<file path="config.mk">
export PLATFORM = sky130hd
export DESIGN_NAME = fifo_burst_controller
export DESIGN_NICKNAME = d
export VERILOG_FILES = /design/src/rtl/fifo_burst_pkg.sv /design/src/rtl/fifo_burst_controller.sv
export SDC_FILE = /design/constraint.sdc
export NUM_CORES = 1
export LEC_CHECK = 0
export CORE_UTILIZATION = 54
export DETAILED_ROUTE_END_ITERATION = 6
export PLACE_DENSITY = 0.88
export SLEW_MARGIN = 10
export SYNTH_ARGS = -nofsm -noshare
export SYNTH_HDL_FRONTEND = slang
export SYNTH_SLANG_ARGS = --single-unit
export TNS_END_PERCENT = 10
</file>
<file path="constraint.sdc">
create_clock -name i_clock -period 3.6 [get_ports i_clock]
set_input_delay 0.72 -clock i_clock [delete_from_list [all_inputs] [get_ports i_clock]]
set_output_delay 0.72 -clock i_clock [all_outputs]
set_load 0.05 [all_outputs]
</file>
<file path="src/rtl/fifo_burst_pkg.sv">
// fifo_burst_pkg
// Shared types and sizing for the sample-FIFO read-side burst sequencer.
//   state_e      : sequencer states (IDLE, WAIT_FILL, BURST)
//   SAMPLE_WIDTH : width of one ADC sample as stored in the FIFO
//   HOST_WIDTH   : width of one word on the FX3 host interface
//   FIFO_DEPTH   : sample FIFO depth in words
//   HALF_LEVEL   : level above which the FIFO half-full flag is raised
//   COUNT_WIDTH  : width of the completed-burst counter
//   pack_sample  : zero-extends a sample to a host word
package fifo_burst_pkg;

  localparam int SAMPLE_WIDTH = 10;
  localparam int HOST_WIDTH   = 16;
  localparam int FIFO_DEPTH   = 8192;
  localparam int HALF_LEVEL   = FIFO_DEPTH / 2;
  localparam int COUNT_WIDTH  = 16;

  typedef enum logic [1:0] {
    IDLE      = 2'd0,
    WAIT_FILL = 2'd1,
    BURST     = 2'd2
  } state_e;

  function automatic logic [HOST_WIDTH-1:0] pack_sample(input logic [SAMPLE_WIDTH-1:0] sample);
    return {{(HOST_WIDTH - SAMPLE_WIDTH){1'b0}}, sample};
  endfunction

endpackage

</file>
<file path="src/rtl/fifo_burst_controller.sv">
// fifo_burst_controller
// Read-side sequencer for the 8192 x 10-bit sample FIFO, in the FIFO read
// (USB host) clock domain. Waits for the FIFO to hold a full burst, then
// drains exactly BURST_WORDS samples to the host as 16-bit words, honouring
// host back-pressure. Tracks overflow/underrun and counts completed bursts.
//
// Ports
//   i_clock            FIFO read clock, rising edge
//   i_reset            synchronous, active-high
//   i_enable           capture running (level)
//   i_host_ready       host accepts a word this cycle
//   i_fifo_data        show-ahead FIFO output, valid when i_fifo_empty=0
//   i_fifo_empty       registered FIFO empty flag
//   i_fifo_half_full   registered FIFO half-full flag (level > HALF_LEVEL)
//   i_fifo_full        registered FIFO full flag
//   o_fifo_ack         FIFO read request, combinational, pops current word
//   o_data_out         {6'b0, sample}, registered
//   o_data_valid       o_data_out holds a new word this cycle
//   o_burst_end        last word of a burst, coincides with o_data_valid
//   o_overflow         sticky, FIFO reported full during capture
//   o_underrun         sticky, FIFO went empty inside a burst
//   o_burst_count      completed bursts, wraps
//
// state     | meaning
// ----------+-------------------------------------------------------------
// IDLE      | capture stopped; no reads; flags/counter held
// WAIT_FILL | waiting for half-full and a ready host before starting a burst
// BURST     | popping one word per cycle while host ready and FIFO not empty
module fifo_burst_controller
  import fifo_burst_pkg::*;
#(
  parameter int BURST_WORDS = HALF_LEVEL
) (
  input  logic                    i_clock,
  input  logic                    i_reset,
  input  logic                    i_enable,
  input  logic                    i_host_ready,
  input  logic [SAMPLE_WIDTH-1:0] i_fifo_data,
  input  logic                    i_fifo_empty,
  input  logic                    i_fifo_half_full,
  input  logic                    i_fifo_full,
  output logic                    o_fifo_ack,
  output logic [HOST_WIDTH-1:0]   o_data_out,
  output logic                    o_data_valid,
  output logic                    o_burst_end,
  output logic                    o_overflow,
  output logic                    o_underrun,
  output logic [COUNT_WIDTH-1:0]  o_burst_count
);

  localparam int REM_WIDTH = $clog2(BURST_WORDS + 1);

  state_e                 r_state;
  logic [REM_WIDTH-1:0]   r_remaining;
  logic [HOST_WIDTH-1:0]  r_data_out;
  logic                   r_data_valid;
  logic                   r_burst_end;
  logic                   r_overflow;
  logic                   r_underrun;
  logic [COUNT_WIDTH-1:0] r_burst_count;

  logic w_pop;
  logic w_last;

  // Dropping enable must kill the read request in the same cycle, so the
  // enable term sits directly in the combinational pop.
  assign w_pop  = (r_state == BURST) && i_enable && i_host_ready && !i_fifo_empty;
  assign w_last = (r_remaining == REM_WIDTH'(1));

  always_ff @(posedge i_clock) begin
    if (i_reset) begin
      r_state       <= IDLE;
      r_remaining   <= '0;
      r_data_out    <= '0;
      r_data_valid  <= 1'b0;
      r_burst_end   <= 1'b0;
      r_overflow    <= 1'b0;
      r_underrun    <= 1'b0;
      r_burst_count <= '0;
    end else begin
      r_data_valid <= 1'b0;
      r_burst_end  <= 1'b0;
      if (!i_enable) begin
        // Abandon any burst; flags and counter stay visible until re-enable.
        r_state <= IDLE;
      end else begin
        case (r_state)
          IDLE: begin
            r_state       <= WAIT_FILL;
            r_overflow    <= 1'b0;
            r_underrun    <= 1'b0;
            r_burst_count <= '0;
          end
          WAIT_FILL: begin
            if (i_fifo_full) r_overflow <= 1'b1;
            if (i_fifo_half_full && i_host_ready) begin
              r_remaining <= REM_WIDTH'(BURST_WORDS);
              r_state     <= BURST;
            end
          end
          BURST: begin
            if (i_fifo_full) r_overflow <= 1'b1;
            // Underrun only counts when the host actually wanted a word.
            if (i_host_ready && i_fifo_empty) r_underrun <= 1'b1;
            if (w_pop) begin
              r_data_out   <= pack_sample(i_fifo_data);
              r_data_valid <= 1'b1;
              if (r_remaining != '0) r_remaining <= r_remaining - REM_WIDTH'(1);
              if (w_last) begin
                r_burst_end   <= 1'b1;
                r_burst_count <= r_burst_count + COUNT_WIDTH'(1);
                r_state       <= WAIT_FILL;
              end
            end
          end
          default: r_state <= IDLE;
        endcase
      end
    end
  end

  assign o_fifo_ack    = w_pop;
  assign o_data_out    = r_data_out;
  assign o_data_valid  = r_data_valid;
  assign o_burst_end   = r_burst_end;
  assign o_overflow    = r_overflow;
  assign o_underrun    = r_underrun;
  assign o_burst_count = r_burst_count;

endmodule
</file>
==> impl_metrics.py, run 1 <==
metrics = {
    "routing": {
        "drc_errors": 0,
        "first_pass_iters": 4,
        "via_per_inst": 5.98,
        "wl_um": 5300,
        "ant_nets": 0,
        "wl_per_cell_um": 14.3,
        "drtIter0Drc": 136,
        "vias": 2218,
    },
    "floorplan": {
        "io_pins": 54,
        "dieArea_um2": 4620,
        "initial_core_util_pct": 57.6,
        "core_um2": 4090,
        "dieHeight_um": 68,
        "rows": 23,
        "die_w_um": 68,
    },
    "logic_synthesis": {
        "synth_warnings": 0,
        "synth.most_common_cell": "dfxtp_1",
        "synthCells": 277,
        "synth.area.top_cells": "dfxtp_1, a21oi_1, or4_1, nand2_1, o31ai_1",
        "synth_top_area_share_pct": 38.3,
        "ys_async_sr_fraction_pct": 0,
        "synthFlopType": "dfxtp_1",
        "yosys.cell_types.count": 48,
        "synth-seq-area-share_pct": 38.3,
        "yosysTopAreaCell": "dfxtp_1",
        "avgSynthCellArea_um2": 8.49,
        "syn_area_um2": 2350,
        "ys_ff_latch": 45,
        "synth_common_cells": "dfxtp_1, nand2_1, a21oi_1",
        "synth-edff-count": 0,
    },
    "cells_and_area": {
        "final_area_um2": 2920,
        "regArea_um2": 901,
        "syn2layout_area_growth_pct": 24.3,
        "layout-drive-gt1-share_pct": 8.41,
        "multi_input_area_um2": 1320,
        "fin_nets": 344,
        "utilization_pct": 71.6,
        "n_fill_cell": 307,
        "n_antenna_cell": 0,
    },
    "hold_path": {
        "min_from": "o_data_out[5]",
        "hold_depth": 2,
        "holdPathEnd": "o_data_out[5]",
        "hold_class": "reg -> reg",
    },
    "setup_path": {
        "reg2reg_depth": 8,
        "endpoint_kind": "output pin",
        "path_max_fanout": 12,
        "startpoint": "i_enable",
        "r2r_end": "o_burst_count[15]",
        "r2r_slack_ps": 1010,
        "critPathRequiredTime_ps": 2880,
        "worst-endpoint-arrival_ps": 2270,
        "critPathLaunchType": "input pin",
        "worstSetupPathType": "in -> out",
        "rr_startpoint": "r_state[0]",
    },
    "timing": {
        "fmax_mhz": 334,
        "hold_violations": 0,
        "setup_viol": 0,
        "hold_slack_ps": 462,
        "tightestPinTransition_ps": 883,
        "slew_headroom_pct": 41.1,
        "fin_crit_sh_pct": 83.1,
        "rsz0062_at_grt": "false",
        "fin_skew_ps": 10.2,
        "tns_ps": 0,
        "drv_slew": 0,
        "post-route-min-period_ps": 2990,
    },
    "cts": {
        "clkLatencyLatePin_ps": 300,
        "post_cts_buffers": 0,
        "root_buffer": "clkbuf_8",
        "postCtsHoldBufs": 0,
        "clk_pin_slew_ps": 80,
        "cts_tree": "built",
        "clockBufferDepth": 2,
        "cts.repair.resized": 0,
        "clock_sinks": 45,
        "numCtsBuffers": 5,
        "htree_levels": 2,
    },
    "global_route": {
        "grt_pass1_wl_um": 8420,
        "grt_pass1_vias": 1938,
        "track_usage_pct": 23.8,
        "grt_overflow": 0,
        "antenna_found_initial": 0,
        "grt_max_degree": 26,
    },
    "place": {
        "gp_congestion": 0.818,
        "hpwl_um": 3790,
        "post_dp_cell_area_um2": 2840,
        "io_buffer_count": 47,
    },
    "power_and_ir_drop": {
        "p_per_area_nw_per_um2": 329,
        "cellLeakagePower_nw": 1.02,
        "power_w": 0.000963,
        "ir_worst_vdd_v": 0.000255,
    },
    "outcome": {
        "outcome": "finished clean",
    },
    "flow_run": {
        "drv_cap": 0,
    },
}
==> metrics by stage <==
| step | std cells | setup WS (ps) |
|---|---|---|
| 2_1_floorplan | 282 | 1180 |
| 3_3_place_gp | 363 | 690 |
| 3_5_place_dp | 363 | 630 |
| 4_1_cts | 371 | 609 |
| 5_1_grt | 371 | 511 |
| 6_report | 371 | 608 |
==> critical path, stage by stage <==
cell             delay (ps)
clkdlybuf4s50_1         560
and2_1                  210
nand2_1                 250
inv_1                   170
buf_4                   210
buf_12                  150
==> layout make-up <==
| cell class | instances | area share (%) |
|---|---|---|
| Multi-Input combinational cell | 206 | 45.2 |
| Sequential cell | 45 | 30.8 |
| Timing Repair Buffer | 51 | 17.5 |
| Clock buffer | 6 | 2.48 |
| Tap cell | 50 | 2.14 |
| Inverter | 11 | 1.41 |
| Clock inverter | 2 | 0.513 |
==> state kept, by name, summed over array words and instances, names as in the netlist <==
signal and count:
o_burst_count 16, r_remaining 13, o_data_out 10, r_state 2
o_burst_end 1, o_data_valid 1, o_overflow 1, o_underrun 1
==> worst max path at each step <==
stage,end,depth (start not counted)
detailed placement,o_burst_count[15],7
finish,o_fifo_ack,6
global route,o_fifo_ack,6
CTS,o_fifo_ack,6
global placement,o_fifo_ack,6
floorplan,o_fifo_ack,4
==> power breakdown <==
| group | internal, W | total (W) | leakage, nW | switching, W |
|---|---|---|---|---|
| clock | 0.000137 | 0.000309 | 0.0374 | 0.000172 |
| combinational | 0.0000558 | 0.000138 | 0.616 | 0.0000826 |
| sequential | 0.000505 | 0.000516 | 0.363 | 0.0000107 |
| total | 0.000698 | 0.000963 | 1.02 | 0.000266 |
==> cells in the final DEF, fill, tap and decap left out, types with 3 or more instances in the layout <==
master           Yosys  routed
or3_1                8       8
inv_1               11      11
mux2i_1              4       4
nand2b_1             3       3
nand4_1              5       5
buf_4                6       4
nand2_1             35      35
nor4_1               7       7
or4_1               18      18
o21ai_0              4       4
nor2b_1              4       4
ha_1                 7       7
o31ai_1             16      16
a21oi_1             34      34
clkdlybuf4s50_1      0      46
clkbuf_8             0       5
nand3_1              3       3
nand3b_1             4       4
or2_2                4       4
dfxtp_1             45      45
or3b_2               3       3
nor2_1               8       8
conb_1               1       6
==> per-layer routing <==
metal | GRT usage, % | wire (µm) | up-vias
met2 | 40.0 | 2540 | 70
met1 | 29.7 | 2410 | 1038
met5 | 0 | 0 | -
li1 | - | - | 1101
met3 | 6.83 | 314 | 9
met4 | 5.73 | 42 | 0
==> kinds of logic after synthesis <==
family | count (synthesis) | synth area share (%)
buf+inv | 31 | 6.33
fa+ha+maj | 7 | 3.72
mux | 6 | 2.66
flops | 45 | 38.3
simple gates | 118 | 30.7
compound gates | 69 | 18.1
other cells | 1 | 0.159
(Power assumes the default switching activity.)
==> inputs of run 2 (changes only) <==
--- a/config.mk
+++ b/config.mk
@@ -5,9 +5,9 @@
 export SDC_FILE = /design/constraint.sdc
 export NUM_CORES = 1
 export LEC_CHECK = 0
-export CORE_UTILIZATION = 54
+export CORE_UTILIZATION = 45
 export DETAILED_ROUTE_END_ITERATION = 6
-export PLACE_DENSITY = 0.88
+export PLACE_DENSITY = 0.79
 export SLEW_MARGIN = 10
 export SYNTH_ARGS = -nofsm -noshare
 export SYNTH_HDL_FRONTEND = slang
==> constraint.sdc (replaced) <==
create_clock -name i_clock -period 2.73 [get_ports i_clock]
set_input_delay 0.546 -clock i_clock [delete_from_list [all_inputs] [get_ports i_clock]]
set_output_delay 0.546 -clock i_clock [all_outputs]
set_load 0.05 [all_outputs]
==> impl_metrics.py, run 2 (synthesized netlist as in run 1, its figures left out) <==
metrics = {
    "flow_run": {
        "drv_cap": 0,
    },
    "cts": {
        "root_buffer": "clkbuf_8",
        "htree_levels": 2,
        "cts_tree": "built",
        "numCtsBuffers": 5,
        "clockBufferDepth": 2,
        "postCtsHoldBufs": 0,
        "cts.repair.resized": 0,
        "clk_pin_slew_ps": 90,
        "clkLatencyLatePin_ps": 310,
        "post_cts_buffers": 0,
        "clock_sinks": 45,
    },
    "setup_path": {
        "critPathLaunchType": "flip-flop",
        "critPathRequiredTime_ps": 2180,
        "path_max_fanout": 12,
        "crit_end": "o_fifo_ack",
        "r2r_slack_ps": 470,
        "worstSetupPathType": "reg -> out",
        "reg2reg_depth": 9,
        "r2r_end": "o_burst_count[2]",
        "worst-endpoint-arrival_ps": 1940,
        "endpoint_kind": "output pin",
        "rr_startpoint": "r_state[0]",
        "startpoint": "r_state[0]",
    },
    "routing": {
        "drtIter0Drc": 78,
        "vias": 2183,
        "first_pass_iters": 4,
        "via_per_inst": 5.57,
        "wl_um": 5310,
        "drc_errors": 0,
        "ant_nets": 0,
        "wl_per_cell_um": 13.5,
    },
    "place": {
        "pre_cts_ws_ps": 283,
        "gp_congestion": 0.850,
        "dp.cells": 384,
        "hpwl_um": 3830,
        "io_buffer_count": 47,
    },
    "cells_and_area": {
        "largest_reg_flops": 16,
        "fin_nets": 348,
        "n_fill_cell": 433,
        "final_common_cell": "clkdlybuf4s50_1",
        "final_cell_mix": "clkdlybuf4s50_1, dfxtp_1, nand2_1",
        "syn2layout_area_growth_pct": 27.9,
        "final_cells": 392,
        "n_antenna_cell": 0,
        "layout-drive-gt1-share_pct": 9.85,
    },
    "timing": {
        "tns_ps": 0,
        "hold_violations": 0,
        "drv_slew": 0,
        "tightestPinTransition_ps": 716,
        "fmax_mhz": 402,
        "fin_crit_sh_pct": 91.2,
        "slew_headroom_pct": 51.9,
        "rsz0062_at_grt": "false",
        "post-route-min-period_ps": 2490,
        "setup_viol": 0,
        "timing.final.ws_setup_ps": 241,
        "fin_skew_ps": 10.6,
    },
    "power_and_ir_drop": {
        "cellLeakagePower_nw": 1.05,
        "p_per_area_nw_per_um2": 464,
        "ir_worst_vdd_v": 0.000271,
    },
    "global_route": {
        "grt_pass1_wl_um": 8760,
        "grt_max_degree": 25,
        "track_usage_pct": 20.5,
        "grt_pass1_vias": 1987,
        "grt_overflow": 0,
        "antenna_found_initial": 0,
    },
    "floorplan": {
        "dieArea_um2": 5520,
        "die_w_um": 74.3,
        "io_pins": 54,
        "initial_core_util_pct": 48.2,
        "dieHeight_um": 74.3,
        "rows": 25,
        "core_um2": 4880,
    },
    "hold_path": {
        "hold_class": "reg -> reg",
    },
    "outcome": {
        "outcome": "finished clean",
    },
}
[run 2: cell types whose count changed in the layout (fill, tap and decap cells not counted)]
cell        previous run  this run
buf_4                  4         8
bufinv_16              0         1
clkbuf_1               1         0
clkbuf_8               5         6
clkinvlp_4             2         1
[run 2: worst min path at each step]
stage                       start            end  slack, ps  cells after the start
global placement    o_data_out[4]  o_data_out[4]        440                      2
global route        o_data_out[2]  o_data_out[2]        480                      2
detailed placement  o_data_out[5]  o_data_out[5]        450                      2
floorplan              r_state[1]     r_state[1]        450                      2
CTS                 o_data_out[5]  o_data_out[5]        460                      2
finish              o_data_out[5]  o_data_out[5]        460                      2
[run 2: metal layers]
metal	up-vias	GRT usage, %	routed length [µm]
met5	-	0	0
met4	0	7.76	81
met3	8	5.42	289
met2	53	35.3	2530
met1	1015	24.5	2400
li1	1107	-	-
[run 2: final cells by class]
class                           instances  area, µm²  area share (%)
Sequential cell                        45        901            30.0
Timing Repair Buffer                   55        541            18.0
Clock buffer                            6       82.6            2.75
Clock inverter                          2       37.5            1.25
Multi-Input combinational cell        206       1320            43.9
Inverter                               11       41.3            1.37
Tap cell                               67       83.8            2.79
[run 2: stage by stage]
step                      instance area, µm²  util, %  hold slack (ps)  total power [W]
after floorplan                         2370        -              451         0.000827
after global placement                  2890     59.2              441         0.000871
after detailed placement                2890     59.2              446         0.000875
after CTS                               3010     61.6              458          0.00140
after global routing                    3010     61.6              478          0.00145
final                                   3010     61.6              455          0.00140
[run 2: power breakdown]
part	switching (W)	internal [W]
clock	0.000238	0.000298
combinational	0.000106	0.0000758
sequential	0.0000131	0.000666
[run 2: critical path, cell delays in order, from the launching register on]
cell and delay (ps):
dfxtp_1 340, inv_1 80, ha_1 390, nor2b_1 270, nand2_1 110, inv_1 90, buf_4 190, buf_12 150
